## src/rtl/fp_fma_add_arbiter.sv

```systemverilog
// FMA-addend FIFO arbitrated against direct FP adds onto one fp_add issue port,
// with a bounded-starvation streak counter. Optional same-cycle bypass: FP_FMA_BYPASS_EN.
module fp_fma_add_arbiter #(
  parameter int PAYLOAD_W  = 128,
  parameter int ID_W       = 3,
  parameter int DEPTH      = 2,
  parameter int MAX_STREAK = 4
) (
  input  logic                         clk,
  input  logic                         rst,
  input  logic                         fma_valid_in,
  output logic                         fma_ready_out,
  input  logic [PAYLOAD_W-1:0]         fma_payload_in,
  input  logic [ID_W-1:0]              fma_id_in,
  input  logic                         add_pending,
  input  logic                         add_request,
  input  logic [PAYLOAD_W-1:0]         add_payload,
  input  logic [ID_W-1:0]              add_id,
  output logic                         add_ready_out,
  input  logic                         adder_ready,
  output logic                         adder_new_request,
  output logic [PAYLOAD_W-1:0]         adder_payload,
  output logic [ID_W-1:0]              adder_id,
  output logic [$clog2(DEPTH+1)-1:0]   fifo_count,
  output logic                         force_add
);

  localparam int CNT_W   = $clog2(DEPTH + 1);
  localparam int PTR_W   = (DEPTH > 1) ? $clog2(DEPTH) : 1;
  localparam int STK_W   = (MAX_STREAK > 0) ? $clog2(MAX_STREAK + 1) : 1;
  localparam int ENT_W   = ID_W + PAYLOAD_W;
  localparam bit FAIR_EN = (MAX_STREAK != 0);

  logic [ENT_W-1:0] mem [DEPTH];
  logic [PTR_W-1:0] rd_ptr, wr_ptr;
  logic [CNT_W-1:0] count;
  logic [STK_W-1:0] streak;
  logic [ENT_W-1:0] head;

  logic fifo_empty;
  logic bypass_take;
  logic grant_fifo, grant_bypass, grant_add, fma_grant;
  logic push, pop;

  assign fifo_empty = (count == '0);
  assign fifo_count = count;
  assign head       = mem[rd_ptr];

  assign force_add = FAIR_EN & add_pending & (streak == STK_W'(MAX_STREAK));

`ifdef FP_FMA_BYPASS_EN
  assign bypass_take = fma_valid_in & fifo_empty & adder_ready & ~force_add;
`else
  assign bypass_take = 1'b0;
`endif

  assign add_ready_out = adder_ready & (fifo_empty | force_add) & ~bypass_take;

  // A forced add blocks the FIFO head outright, so the FIFO term already
  // excludes that case; bypass is only possible with an empty FIFO.
  always_comb begin
    grant_fifo   = ~fifo_empty & adder_ready & ~force_add;
    grant_bypass = bypass_take & ~grant_fifo;
    grant_add    = (force_add & add_request) |
                   (~grant_fifo & ~grant_bypass & add_request);
    fma_grant    = grant_fifo | grant_bypass;
  end

  assign pop           = grant_fifo;
  assign fma_ready_out = (count < CNT_W'(DEPTH)) | pop;
  assign push          = fma_valid_in & fma_ready_out & ~bypass_take;

  always_comb begin
    adder_new_request = grant_add | fma_grant;
    adder_payload     = head[PAYLOAD_W-1:0];
    adder_id          = head[ENT_W-1:PAYLOAD_W];
    if (grant_add) begin
      adder_payload = add_payload;
      adder_id      = add_id;
    end else if (grant_bypass) begin
      adder_payload = fma_payload_in;
      adder_id      = fma_id_in;
    end
  end

  // Storage carries no reset; stale entries are unreachable once pointers clear.
  always_ff @(posedge clk) begin
    if (push) begin
      mem[wr_ptr] <= {fma_id_in, fma_payload_in};
    end
  end

  always_ff @(posedge clk) begin
    if (rst) begin
      rd_ptr <= '0;
      wr_ptr <= '0;
      count  <= '0;
    end else begin
      if (push) begin
        wr_ptr <= (wr_ptr == PTR_W'(DEPTH - 1)) ? '0 : wr_ptr + PTR_W'(1);
      end
      if (pop) begin
        rd_ptr <= (rd_ptr == PTR_W'(DEPTH - 1)) ? '0 : rd_ptr + PTR_W'(1);
      end
      case ({push, pop})
        2'b10:   count <= count + CNT_W'(1);
        2'b01:   count <= count - CNT_W'(1);
        default: count <= count;
      endcase
    end
  end

  always_ff @(posedge clk) begin
    if (rst) begin
      streak <= '0;
    end else if (!add_pending || grant_add) begin
      streak <= '0;
    end else if (fma_grant && (streak != STK_W'(MAX_STREAK))) begin
      streak <= streak + STK_W'(1);
    end
  end

endmodule

```

## config.mk

```make
export PLATFORM = sky130hd
export DESIGN_NAME = fp_fma_add_arbiter
export DESIGN_NICKNAME = d
export VERILOG_FILES = /design/src/rtl/fp_fma_add_arbiter.sv
export SDC_FILE = /design/constraint.sdc
export NUM_CORES = 1
export LEC_CHECK = 0
export ABC_AREA = 1
export CAP_MARGIN = 0
export CORE_MARGIN = 4
export CORE_UTILIZATION = 46
export CTS_CLUSTER_DIAMETER = 150
export DETAILED_ROUTE_END_ITERATION = 10
export GPL_ROUTABILITY_DRIVEN = 1
export PLACE_DENSITY = 0.81
export RECOVER_POWER = 50
export SLEW_MARGIN = 15
export SYNTH_ARGS = -nofsm -noshare
export SYNTH_HDL_FRONTEND = slang
export SYNTH_SLANG_ARGS = --single-unit
```

## constraint.sdc

```tcl
create_clock -name clk -period 9.1 [get_ports clk]
set_input_delay 1.82 -clock clk [delete_from_list [all_inputs] [get_ports clk]]
set_output_delay 1.82 -clock clk [all_outputs]
set_load 0.02 [all_outputs]
```

# Word level (Yosys, flattened, before mapping)

Memories as Yosys holds them, arrays and structs flattened. A register that Yosys moved wholly into a read port is not among the register bits.
Index checks and enable logic that the tools add are counted.

Bits in latches: 0
Input port bits: 268
Memories: 1
Register bits: 7
Memory bits (writable): 262
Memory bits (read-only): 0

$add $sub $neg: 5
Bitwise gates (word level): 14
Muxes and demuxes: 9
Shift-type cells: 0
Equal/unequal tests: 4
Order comparisons: 1
Divide/modulo/power cells: 0
Reduce and logical (&&, ||, !) cells: 6
Multiply operators: 0

Memory list:

| name | depth | bits a word | rd ports | clocked after Yosys merged registers in | wr ports | line | source |
|---|---|---|---|---|---|---|---|
| mem  | 2     | 131         | 1        | 1                                       | 1        | 34   | `logic [ENT_W-1:0] mem [DEPTH];` |

Operators by type and width:

| kind                                                                | count |
|---|---|
| 128-bit 2-to-1 mux                                                  | 1 |
| 1-bit AND                                                           | 7 |
| 1-bit 2-to-1 mux                                                    | 6 |
| 1-bit OR                                                            | 4 |
| 2-bit one-hot mux with 2 select lines                               | 1 |
| 3-bit by 1-bit adder with 3-bit output (second input constant)      | 1 |
| 3-bit == test (second input constant)                               | 1 |
| 3-bit 2-to-1 mux                                                    | 1 |
| 3-bit != test (second input constant)                               | 1 |
| 1-bit NOT                                                           | 3 |
| 1-bit adder (second input constant)                                 | 2 |
| 2-bit by 1-bit adder with 2-bit output (second input constant)      | 1 |
| 2-bit by 1-bit == test with 1-bit output (second input constant)    | 1 |
| 2-bit == test (second input constant)                               | 1 |
| 2-bit logical NOT                                                   | 1 |
| 2-bit < comparator (second input constant)                          | 1 |
| 2-bit nonzero test                                                  | 1 |
| 2-bit OR reduction                                                  | 1 |
| 2-bit by 1-bit subtractor with 2-bit output (second input constant) | 1 |
| 1-bit logical AND                                                   | 1 |
| 1-bit logical NOT                                                   | 1 |
| 1-bit logical OR                                                    | 1 |

# Depth between registers and ports, before layout

Depth after elaboration: 9
Depth in mapped cells: 12
Mapped depth without buffers: 12

# Worst setup path after synthesis

OpenSTA, ideal clock, no wires.

Kind: input port to flip-flop
From: input add_pending
To: memory mem[0][0] (netlist name) (enable)
Setup slack: 0.701 ns
Cell stages on the path: 5
Path buffers: 0
Arrival time: 7.776 ns
Library setup time: 0.623 ns
Cells stage by stage: nand3_2 -> nand3_4 -> nand2_1 -> nand2_1 -> nor2_1

Word-level cells in the longest chain between the ends: 7

Ends and longest elaborated chain:

| element                                | line | source |
|---|---|---|
| from (decl)                            | 15   | `input logic add_pending,` |
| 1-bit AND                              | 49   | `assign force_add = FAIR_EN & add_pending & (streak == STK_W'(MAX_STREAK));` |
| 1-bit NOT                              | 62   | `grant_fifo = ~fifo_empty & adder_ready & ~force_add;` |
| 1-bit AND                              | 62   |  |
| 1-bit OR                               | 70   | `assign fma_ready_out = (count < CNT_W'(DEPTH)) \| pop;` |
| named net fma_ready_out                | 12   | `output logic fma_ready_out,` |
| 1-bit AND                              | 71   | `assign push = fma_valid_in & fma_ready_out & ~bypass_take;` |
| 1-bit 2-to-1 mux                       | 88   | `if (push) begin` |
| 1-bit 2-to-1 mux (implied by the code) | 89   | `mem[wr_ptr] <= {fma_id_in, fma_payload_in};` |
| to (decl)                              | 34   |  |

The timed path passes the listed nets, and every way through them passes these cells.

# Worst setup path after layout

From: input add_pending
To: memory mem[1][82] (netlist name) (enable)

Word-level cells in the longest chain between the ends: 7

Ends and longest elaborated chain:

| element                                | line |
|---|---|
| 1-bit AND                              | 49 |
| 1-bit NOT                              | 62 |
| 1-bit AND                              | 62 |
| 1-bit OR                               | 70 |
| 1-bit AND                              | 71 |
| 1-bit 2-to-1 mux                       | 88 |
| 1-bit 2-to-1 mux (implied by the code) | 89 |

Every way passes these cells.

==> impl_metrics.json <==
{
  "dpl.cell_count": 1454,
  "setup_viol": 0,
  "multi_input_area_sq_mm": 0.00333,
  "post_cts_buffers": 0,
  "power.leakage_nw": 5.58,
  "hold_path.class": "flop to flop",
  "synth_top_family_by_area": "multiplexers",
  "antenna_found_initial": 5,
  "syn_inst": 757,
  "first_iter_violations": 322,
  "whs_path_depth": 1,
  "r2r-end": "mem[1][82]$_DFFE_PP_",
  "drtPass1Iterations": 4,
  "drv_cap": 1,
  "grtUsageMet2_pct": 34.1,
  "top_usage_layer": "met2",
  "io_pins": 405,
  "syn_area_sq_mm": 0.0119,
  "crit_type": "primary input to flop",
  "synthSimpleGateAreaFrac_pct": 7.42,
  "finalCriticalPeriod_ns": 6.84,
  "ys_warn_count": 0,
  "crit_slowest_cell": "clkinvlp_2",
  "status": "complete, but fails checks",
  "grt_max_degree": 105,
  "p_per_area_mw_per_mm2": 231,
  "rsz0062_at_grt": "false",
  "initial_utilization_pct": 46.9,
  "clock_skew_ns": 0.0106,
  "grt_usage_pct": 18.7,
  "fillCellCount": 1793,
  "max_slew_margin_pct": -116,
  "power_mw": 3.88,
  "finalCritPeriodShare_pct": 75.2,
  "hold_viol": 0,
  "synthFlopType": "edfxtp_1",
  "critPathCaptureType": "flop",
  "clk_pin_slew_worst_paths_ns": 0.06,
  "synthXorXnorAreaFrac_pct": 0.0737,
  "areaGrowthSynthToFinish_pct": 41.3,
  "r2r-start": "streak[0]$_SDFFE_PP0P_",
  "path_cells": "dlygate4sd3_1, nand3_1, nand3_1, nand2_1, nand3_1, clkinvlp_2, buf_4",
  "fmax_mhz": 146,
  "synthAdderAreaFrac_pct": 0.316,
  "dr_total_vias": 7425,
  "register_area_sq_mm": 0.00803,
  "vias_per_cell": 4.92,
  "drt-wirelength-per-cell_microns": 18.5,
  "grt_pass1_vias": 7819,
  "worst_ir_drop_vdd_mv": 0.208,
  "drt-total-wl_microns": 27900,
  "r2r_cells": 8,
  "avgSynthCellArea_sq_um": 15.7,
  "place_congestion": 0.789,
  "cpMostUsedCell": "nand3_1",
  "fin_setup_tns_ns": 0,
  "yosys.cell_types.count": 23,
  "critPathLaunchType": "primary input",
  "overflow": 0,
  "use_met3_pct": 4.67,
  "violations": "max-capacitance violations, max-slew violations",
  "hold_path.startpoint": "rd_ptr$_SDFFE_PP0P_",
  "fp.dieH_microns": 169,
  "cp.arrival_ns": 6.98,
  "hold_path_end": "rd_ptr$_SDFFE_PP0P_",
  "finalMaxSlewViolations": 70,
  "synth_compound_area_share_pct": 9.24,
  "numCtsBuffers": 27,
  "grt_pass1_wl_microns": 41900,
  "use_met1_pct": 21.7,
  "r2r_slack_ns": 3.50,
  "die_area_sq_mm": 0.0285,
  "ys_seq_elements": 270,
  "worst_pin_slew_ns": 3.22,
  "hpwl_microns": 20200,
  "drcViolationCount": 0,
  "synth_edf_count": 262,
  "tritoncts": "built",
  "cp_max_fo": 69,
  "rows": 58,
  "finalNonFillerCells": 1508,
  "cts.sinks": 270,
  "layout-drive-gt1-share_pct": 21.2,
  "cts.hold.buffers_added": 0,
  "nets": 1424,
  "cts_root_buf": "clkbuf_16",
  "clk_path_buf_depth": 3,
  "required_ns": 9.23,
  "core_sq_mm": 0.0253,
  "yosysSeqAreaShare_pct": 67.6,
  "port-buffer-count": 404,
  "post_cts_resized": 0,
  "synth_mux_area_share_pct": 11.0,
  "cts.htree.levels": 1,
  "slowest_delay_ns": 2.41,
  "synth-async-reset-ratio_pct": 0,
  "clk_latency_ns": 0.51,
  "synth_nets": 1028,
  "die_x_microns": 169,
  "ant_nets": 0
}
[flip-flops by register name, summed over array words and instances, names as in the netlist, named ones only]
signal,cells
fifo_count,2
wr_ptr,1
mem,262
streak,3
rd_ptr,1
[synth_stat cells (3+ instances only)]
| master | number | area (sq um) |
|---|---|---|
| inv_1 | 7 | 26.3 |
| o21ai_0 | 3 | 15.0 |
| dfxtp_1 | 8 | 160 |
| a21oi_2 | 101 | 885 |
| mux2i_1 | 131 | 1310 |
| buf_6 | 12 | 135 |
| nor2_1 | 36 | 135 |
| nand3_1 | 5 | 25.0 |
| buf_4 | 5 | 37.5 |
| nor2_2 | 100 | 626 |
| ha_1 | 3 | 37.5 |
| buf_12 | 11 | 220 |
| edfxtp_1 | 262 | 7870 |
| buf_2 | 15 | 75.1 |
| nand2_1 | 12 | 45.0 |
| a21oi_1 | 38 | 190 |
[cell type report]
type                       instances  share of cell area (%)
sequential                       270                    47.8
timing repair buffer             411                    24.6
multi-input combinational        435                    19.8
clock buffer                      33                    4.16
tap                              330                    2.46
clock inverter                    16                   0.902
inverter                           8                   0.186
antenna                            5                  0.0745
[cells in the final DEF (no fill, tap or decap), types with 2 or more instances in the layout]
cell / n
clkinvlp_4: 2
a21oi_1: 38
bufinv_16: 3
inv_1: 6
nor2_1: 36
nor2_2: 100
clkdlybuf4s50_1: 270
buf_4: 5
clkinv_1: 7
mux2i_1: 131
dfxtp_1: 7
edfxtp_1: 262
o21ai_0: 3
buf_12: 2
ha_1: 3
nand2_1: 12
clkinv_2: 4
clkbuf_16: 27
diode_2: 5
clkbuf_1: 6
a21oi_2: 101
dlygate4sd3_1: 134
nand3_1: 7
[worst max-delay path: cells and delay by family]
kind                   cells  cell delay (ns)
buffers and inverters      3             4.25
AND/OR/NAND/NOR            4             0.77
[routing by layer]
metal,wire [microns],up-vias
li1,-,3615
met2,14700,280
met4,672,6
met5,27,-
met3,2270,47
met1,10300,3477
[kinds of logic after synthesis]
kind of cell / after synthesis
compound gates: 143
xor+xnor: 1
fa+ha+maj: 3
buf+inv: 52
flops: 270
mux: 131
simple gates: 157
[power breakdown]
part / switching, mW / internal (mW) / leakage [nW]
clock network: 0.432 / 0.627 / 0.409
logic: 0.683 / 0.556 / 2.66
registers: 0.0423 / 1.54 / 2.51
[worst max path at each step]
stage	start	endpoint	slack, ns	cells past startpoint
floorplan	add_pending	mem[0][0]$_DFFE_PP_	0.70	5
global placement	adder_ready	adder_payload[72]	2.71	7
detailed placement	add_pending	adder_payload[72]	2.64	8
CTS	add_pending	adder_payload[72]	2.65	8
global route	add_pending	mem[1][44]$_DFFE_PP_	1.81	7
finish	add_pending	mem[1][82]$_DFFE_PP_	2.26	7
[through the flow]
stage | area, sq um | utilization (%) | worst slack, ns | hold WS, ns
finish | 16800 | 66.3 | 2.26 | 0.469
global route | 16800 | 66.2 | 1.81 | 0.481
CTS | 16800 | 66.3 | 2.65 | 0.463
detailed placement | 16000 | 63.0 | 2.64 | 0.442
global placement | 16000 | 63.0 | 2.71 | 0.426
floorplan | 11900 | - | 0.701 | 0.425
Power figures use the tool's default switching activity.
